--- config.mk ---
export PLATFORM = sky130hd
export DESIGN_NAME = sync_fifo_flagged_flat
export DESIGN_NICKNAME = d
export VERILOG_FILES = /design/src/rtl/sync_fifo_flagged_if.sv /design/src/rtl/sync_fifo_flagged.sv /design/src/flat_wrapper.sv
export SDC_FILE = /design/constraint.sdc
export NUM_CORES = 1
export LEC_CHECK = 0
export BUFFER_PORTS_ARGS = -buffer_cell sky130_fd_sc_hd__clkbuf_2
export CAP_MARGIN = 20
export CORE_MARGIN = 2
export CORE_UTILIZATION = 45
export CTS_BUF_LIST = sky130_fd_sc_hd__clkbuf_4 sky130_fd_sc_hd__clkbuf_8 sky130_fd_sc_hd__clkbuf_16
export DETAILED_ROUTE_END_ITERATION = 10
export PLACE_DENSITY = 0.67
export SLEW_MARGIN = 40
export SYNTH_ARGS = -nofsm -noshare
export SYNTH_HDL_FRONTEND = slang
export SYNTH_SLANG_ARGS = --single-unit
--- constraint.sdc ---
create_clock -name clk -period 4 [get_ports clk]
set_input_delay 0.8 -clock clk [delete_from_list [all_inputs] [get_ports clk]]
set_output_delay 0.8 -clock clk [all_outputs]
set_load 0.02 [all_outputs]
--- src/rtl/sync_fifo_flagged_if.sv ---
// Handshake/status bundle for sync_fifo_flagged: producer/consumer controls plus
// occupancy and error flags. master drives requests, slave is the FIFO.
interface sync_fifo_flagged_if #(
   parameter int unsigned WIDTH = 8,
   parameter int unsigned DEPTH = 16
);
   localparam int unsigned CW = $clog2(DEPTH) + 1;

   logic [WIDTH-1:0] data_in;
   logic             push;
   logic             pop;
   logic             err_clr;
   logic [WIDTH-1:0] data_out;
   logic [CW-1:0]    count;
   logic             full;
   logic             empty;
   logic             almost_full;
   logic             almost_empty;
   logic             overflow;
   logic             underflow;

   modport master (
      output data_in, push, pop, err_clr,
      input  data_out, count, full, empty, almost_full, almost_empty,
             overflow, underflow
   );

   modport slave (
      input  data_in, push, pop, err_clr,
      output data_out, count, full, empty, almost_full, almost_empty,
             overflow, underflow
   );
endinterface

--- src/rtl/sync_fifo_flagged.sv ---
// Show-ahead synchronous FIFO with occupancy-derived status flags and sticky
// overflow/underflow errors; async hard clear and synchronous flush.
module sync_fifo_flagged #(
   parameter int unsigned WIDTH     = 8,
   parameter int unsigned DEPTH     = 16,
   parameter int unsigned AF_THRESH = DEPTH - 2,
   parameter int unsigned AE_THRESH = 2
) (
   input logic                clk,
   input logic                FIFO_clr_n,
   input logic                FIFO_reset_n,
   sync_fifo_flagged_if.slave bus
);
   localparam int unsigned AW = $clog2(DEPTH);
   localparam int unsigned CW = $clog2(DEPTH) + 1;

   logic [WIDTH-1:0] mem [DEPTH];
   logic [AW-1:0]    wr_ptr;
   logic [AW-1:0]    rd_ptr;
   logic [CW-1:0]    count_q;
   logic             overflow_q;
   logic             underflow_q;

   logic full_c;
   logic empty_c;
   logic do_pop_c;
   logic do_push_c;
   logic ovf_evt_c;
   logic unf_evt_c;

   // Accept decisions; a pop on a full FIFO frees the slot the push uses.
   always_comb begin
      full_c    = (count_q == CW'(DEPTH));
      empty_c   = (count_q == CW'(0));
      do_pop_c  = bus.pop && !empty_c;
      do_push_c = bus.push && (!full_c || do_pop_c);
      ovf_evt_c = bus.push && full_c && !do_pop_c;
      unf_evt_c = bus.pop && empty_c;
   end

   always_ff @(posedge clk or negedge FIFO_clr_n) begin
      if (!FIFO_clr_n) begin
         wr_ptr      <= '0;
         rd_ptr      <= '0;
         count_q     <= '0;
         overflow_q  <= 1'b0;
         underflow_q <= 1'b0;
      end else if (!FIFO_reset_n) begin
         wr_ptr      <= '0;
         rd_ptr      <= '0;
         count_q     <= '0;
         overflow_q  <= 1'b0;
         underflow_q <= 1'b0;
      end else begin
         if (do_push_c) wr_ptr <= wr_ptr + AW'(1);
         if (do_pop_c)  rd_ptr <= rd_ptr + AW'(1);
         if (do_push_c && !do_pop_c)      count_q <= count_q + CW'(1);
         else if (do_pop_c && !do_push_c) count_q <= count_q - CW'(1);
         // A fresh error wins over a clear in the same cycle.
         overflow_q  <= (overflow_q  && !bus.err_clr) || ovf_evt_c;
         underflow_q <= (underflow_q && !bus.err_clr) || unf_evt_c;
      end
   end

   // Storage is wiped only by the hard clear; a flush keeps the contents.
   always_ff @(posedge clk or negedge FIFO_clr_n) begin
      if (!FIFO_clr_n) begin
         for (int i = 0; i < int'(DEPTH); i++) mem[i] <= '0;
      end else if (FIFO_reset_n && do_push_c) begin
         mem[wr_ptr] <= bus.data_in;
      end
   end

   assign bus.data_out     = mem[rd_ptr];
   assign bus.count        = count_q;
   assign bus.full         = full_c;
   assign bus.empty        = empty_c;
   assign bus.almost_full  = (count_q >= CW'(AF_THRESH));
   assign bus.almost_empty = (count_q <= CW'(AE_THRESH));
   assign bus.overflow     = overflow_q;
   assign bus.underflow    = underflow_q;
endmodule

--- src/flat_wrapper.sv ---
// flat-port wrapper written by rule: the top's interface ports become plain ports
module sync_fifo_flagged_flat 
#(
   parameter int unsigned WIDTH     = 8,
   parameter int unsigned DEPTH     = 16,
   parameter int unsigned AF_THRESH = DEPTH - 2,
   parameter int unsigned AE_THRESH = 2
)
  (clk, FIFO_clr_n, FIFO_reset_n, bus_data_in, bus_push, bus_pop, bus_err_clr, bus_data_out, bus_count, bus_full, bus_empty, bus_almost_full, bus_almost_empty, bus_overflow, bus_underflow);
  sync_fifo_flagged_if #(.WIDTH(WIDTH), .DEPTH(DEPTH)) bus_i ();
  input logic clk;
  input logic FIFO_clr_n;
  input logic FIFO_reset_n;
  input wire logic [$bits(bus_i.data_in)-1:0] bus_data_in;
  input wire logic [$bits(bus_i.push)-1:0] bus_push;
  input wire logic [$bits(bus_i.pop)-1:0] bus_pop;
  input wire logic [$bits(bus_i.err_clr)-1:0] bus_err_clr;
  output wire logic [$bits(bus_i.data_out)-1:0] bus_data_out;
  output wire logic [$bits(bus_i.count)-1:0] bus_count;
  output wire logic [$bits(bus_i.full)-1:0] bus_full;
  output wire logic [$bits(bus_i.empty)-1:0] bus_empty;
  output wire logic [$bits(bus_i.almost_full)-1:0] bus_almost_full;
  output wire logic [$bits(bus_i.almost_empty)-1:0] bus_almost_empty;
  output wire logic [$bits(bus_i.overflow)-1:0] bus_overflow;
  output wire logic [$bits(bus_i.underflow)-1:0] bus_underflow;
  assign bus_i.data_in = bus_data_in;
  assign bus_i.push = bus_push;
  assign bus_i.pop = bus_pop;
  assign bus_i.err_clr = bus_err_clr;
  assign bus_data_out = bus_i.data_out;
  assign bus_count = bus_i.count;
  assign bus_full = bus_i.full;
  assign bus_empty = bus_i.empty;
  assign bus_almost_full = bus_i.almost_full;
  assign bus_almost_empty = bus_i.almost_empty;
  assign bus_overflow = bus_i.overflow;
  assign bus_underflow = bus_i.underflow;
  sync_fifo_flagged #(.WIDTH(WIDTH), .DEPTH(DEPTH), .AF_THRESH(AF_THRESH), .AE_THRESH(AE_THRESH)) u_core (.clk(clk), .FIFO_clr_n(FIFO_clr_n), .FIFO_reset_n(FIFO_reset_n), .bus(bus_i));
endmodule
==> results.cfg <==
[synth]
yosysTopAreaCellShare_pct = 51.7
ys_top_cells_by_area = dfrtp_1, mux2_2, mux4_2
dominantRegCellSynth = dfrtp_1
yosysWarnings = 0
synthesis.area_um2 = 6920
synth_fp_nets = 488
synth_seq_area_share_pct = 51.7
async_reset_ff_share_pct = 100
synth.ff_latch_count = 143
synthCells = 464
post-synth-top-area-cell = dfrtp_1
syn_area_per_cell_um2 = 14.9
edff_count_synth = 0
synth.lib_cells_used.distinct = 47

[critical_path]
classification_of_the_worst_setup_path = reg -> reg
timing.reg2reg.setup_slack_ps = 690
critPathCaptureType = flop
path_cells = or3_1, o31ai_1, nand3_1, fa_1, a21o_1, a2111oi_0, o21ai_0, a21boi_0
worst-r2r-cell-count = 8
worst-path-max-fanout = 7
timing.critical_path.slowest_cell_delay_ps = 570
timing.critical_path.required_ps = 4330
r2r_end = u_core.bus.count[4]$_DFFE_PN0P_
critical_path.reg2reg.startpoint = u_core.bus.count[3]$_DFFE_PN0P_
slowest_stage = o31ai_1
cp-startpoint = u_core.bus.count[3]$_DFFE_PN0P_
category_of_the_worst_setup_path_launch_point = flop
arrival_ps = 3640

[power_and_ir_drop]
seq_power_share_pct = 40.8
power_mw = 4.34
pwr-share-comb_pct = 24.9
clock_power_share_pct = 34.3
pwrdens_nw_per_um2 = 555
cellInternalPower_mw = 3.03
vdd_drop_max_uv = 324
power_leakage_nw = 3.67
switchingPower_mw = 1.31
netSwitchingFraction_pct = 30.1

[floorplan]
floorplan.io_pins = 33
die_height_um = 128
dieWidth_um = 128
die-area_um2 = 16400
rows = 45
coreArea_um2 = 15100
floorplan.initialDensity_pct = 45.8

[timing]
worst-slew-pin-transition_ps = 782
final.setup.worst_slack_ps = 692
totalNegativeSetupSlack_ps = 0
period_needed_ps = 3310
rsz0062_at_grt = false
post-route-period-util_pct = 82.7
max_slew_margin_pct = 47.7
fmax_mhz = 302
fin_hold_viols = 0
slew_viol_final = 0
setup_viol = 0
hold_ws_ps = 430
finClkSkew_ps = 6.79

[clock_tree]
tritoncts = done
tritoncts_num_sinks = 143
clk_pin_slew_ps = 60
cts_hold_buf = 0
htreeDepth = 4
clock_tree.buffer_depth = 2
cts_root_buffer = clkbuf_16
number_of_buffers_created_by_cts = 17
postCtsSetupBuffers = 0
cts.repair.resized = 0
clk_latency_ps = 420

[grt]
grt_antenna_before_repair = 0
globalRoute.totalOverflow = 0
global_route_wire_length_before_repair_um = 23000
track_usage_pct = 18.6
first_global_vias = 4201
grt_start_max_net_pins = 89

[route]
detail_route.vias_per_cell = 5.81
num_vias = 4029
final_antenna_net_count = 0
postRouteWirelength_um = 14000
initialDrtViolationCount = 259
detail_route.drc_violations = 0
detailed_routing_iteration_count_for_the_pre_antenna_repair_pass = 4
wl_per_cell_um = 20.2

[status]
outcome = complete, no violations

[placement]
placement.io_buffers = 32
dp_worst_setup_slack_ps = 707
gp_weighted_congestion = 0.833
hpwl_um = 9350
placed_instance_count = 662

[layout]
n_antenna_cell = 0
layout_commonest_cell = dfrtp_1
layout.cells.most_common_list = dfrtp_1, mux2_2, mux4_2
design.final.nets = 517
flow.area_growth_from_synthesis_pct = 13.2
instances_no_fill = 694
layout-drive-gt1-share_pct = 50.0

[hold_path]
hp-class = in -> async

[run]
timing.max_cap.violations = 0
## flip-flops by register name, indices dropped and copies added (netlist names)
register              flops
u_core.bus.overflow       1
u_core.wr_ptr             4
u_core.rd_ptr             4
u_core.mem              128
u_core.bus.count          5
u_core.bus.underflow      1
## power by group through the flow
stage / logic [mW] / registers [mW] / clock network (mW)
5_1_grt: 1.17 / 1.80 / 1.58
3_5_place_dp: 1.09 / 1.80 / 0
2_1_floorplan: 0.818 / 1.74 / 0
3_3_place_gp: 1.07 / 1.78 / 0
6_report: 1.08 / 1.77 / 1.49
4_1_cts: 1.10 / 1.77 / 1.52
## layout make-up
| class | count | area (µm²) |
|---|---|---|
| clock buffers | 22 | 475 |
| fillers | 1239 | 7260 |
| clock inverters | 10 | 87.6 |
| repair buffers | 37 | 244 |
| multi-input cells | 287 | 3180 |
| well taps | 188 | 235 |
| flip-flops and latches | 143 | 3580 |
| inverters | 7 | 26.3 |
## worst max-delay path, delay by kind of cell, from the launching register on
family	cells	cell delay (ps)
compound gates	5	1470
fa+ha+maj	1	520
flops	1	450
simple gates	2	790
## synth_stat cells (3+ instances only)
library cell / n
dfrtp_1: 143
mux2_2: 130
mux4_2: 32
clkbuf_1: 17
a22oi_1: 16
nand2_1: 16
ha_1: 9
nand3_2: 9
nand3_1: 8
inv_1: 7
nand3_4: 7
a21oi_1: 6
nor2b_1: 6
and2_1: 5
buf_2: 4
mux2i_1: 4
buf_1: 3
nand2b_1: 3
xnor2_1: 3
## through the flow
step / cell area, µm² / utilization [%]
2_1_floorplan: 6920 / -
5_1_grt: 7830 / 51.9
3_5_place_dp: 7260 / 48.1
6_report: 7830 / 51.9
4_1_cts: 7830 / 51.9
3_3_place_gp: 7260 / 48.1
## per-layer routing
layer | track usage [%] | vias to the layer above | routed length [µm]
met3 | 4.01 | 16 | 487
met2 | 29.1 | 56 | 6820
met1 | 25.9 | 2153 | 6470
met5 | 0 | - | 0
met4 | 6.66 | 0 | 248
li1 | - | 1804 | -
## cell families after synthesis
family	Yosys count	synth area share (%)
simple gates	67	7.13
fa+ha+maj	10	1.92
mux	166	32.2
buf+inv	34	2.30
xor+xnor	4	0.507
compound gates	40	4.25
flops	143	51.7
## worst max path at each step
| stage | end | depth (start not counted) |
|---|---|---|
| detailed placement | u_core.bus.count[4]$_DFFE_PN0P_ | 8 |
| floorplan | u_core.bus.count[4]$_DFFE_PN0P_ | 11 |
| global route | u_core.bus.count[4]$_DFFE_PN0P_ | 8 |
| finish | u_core.bus.count[4]$_DFFE_PN0P_ | 8 |
| CTS | u_core.bus.count[4]$_DFFE_PN0P_ | 8 |
| global placement | u_core.bus.count[4]$_DFFE_PN0P_ | 8 |
No activity file was read; power rests on OpenSTA's default activity.
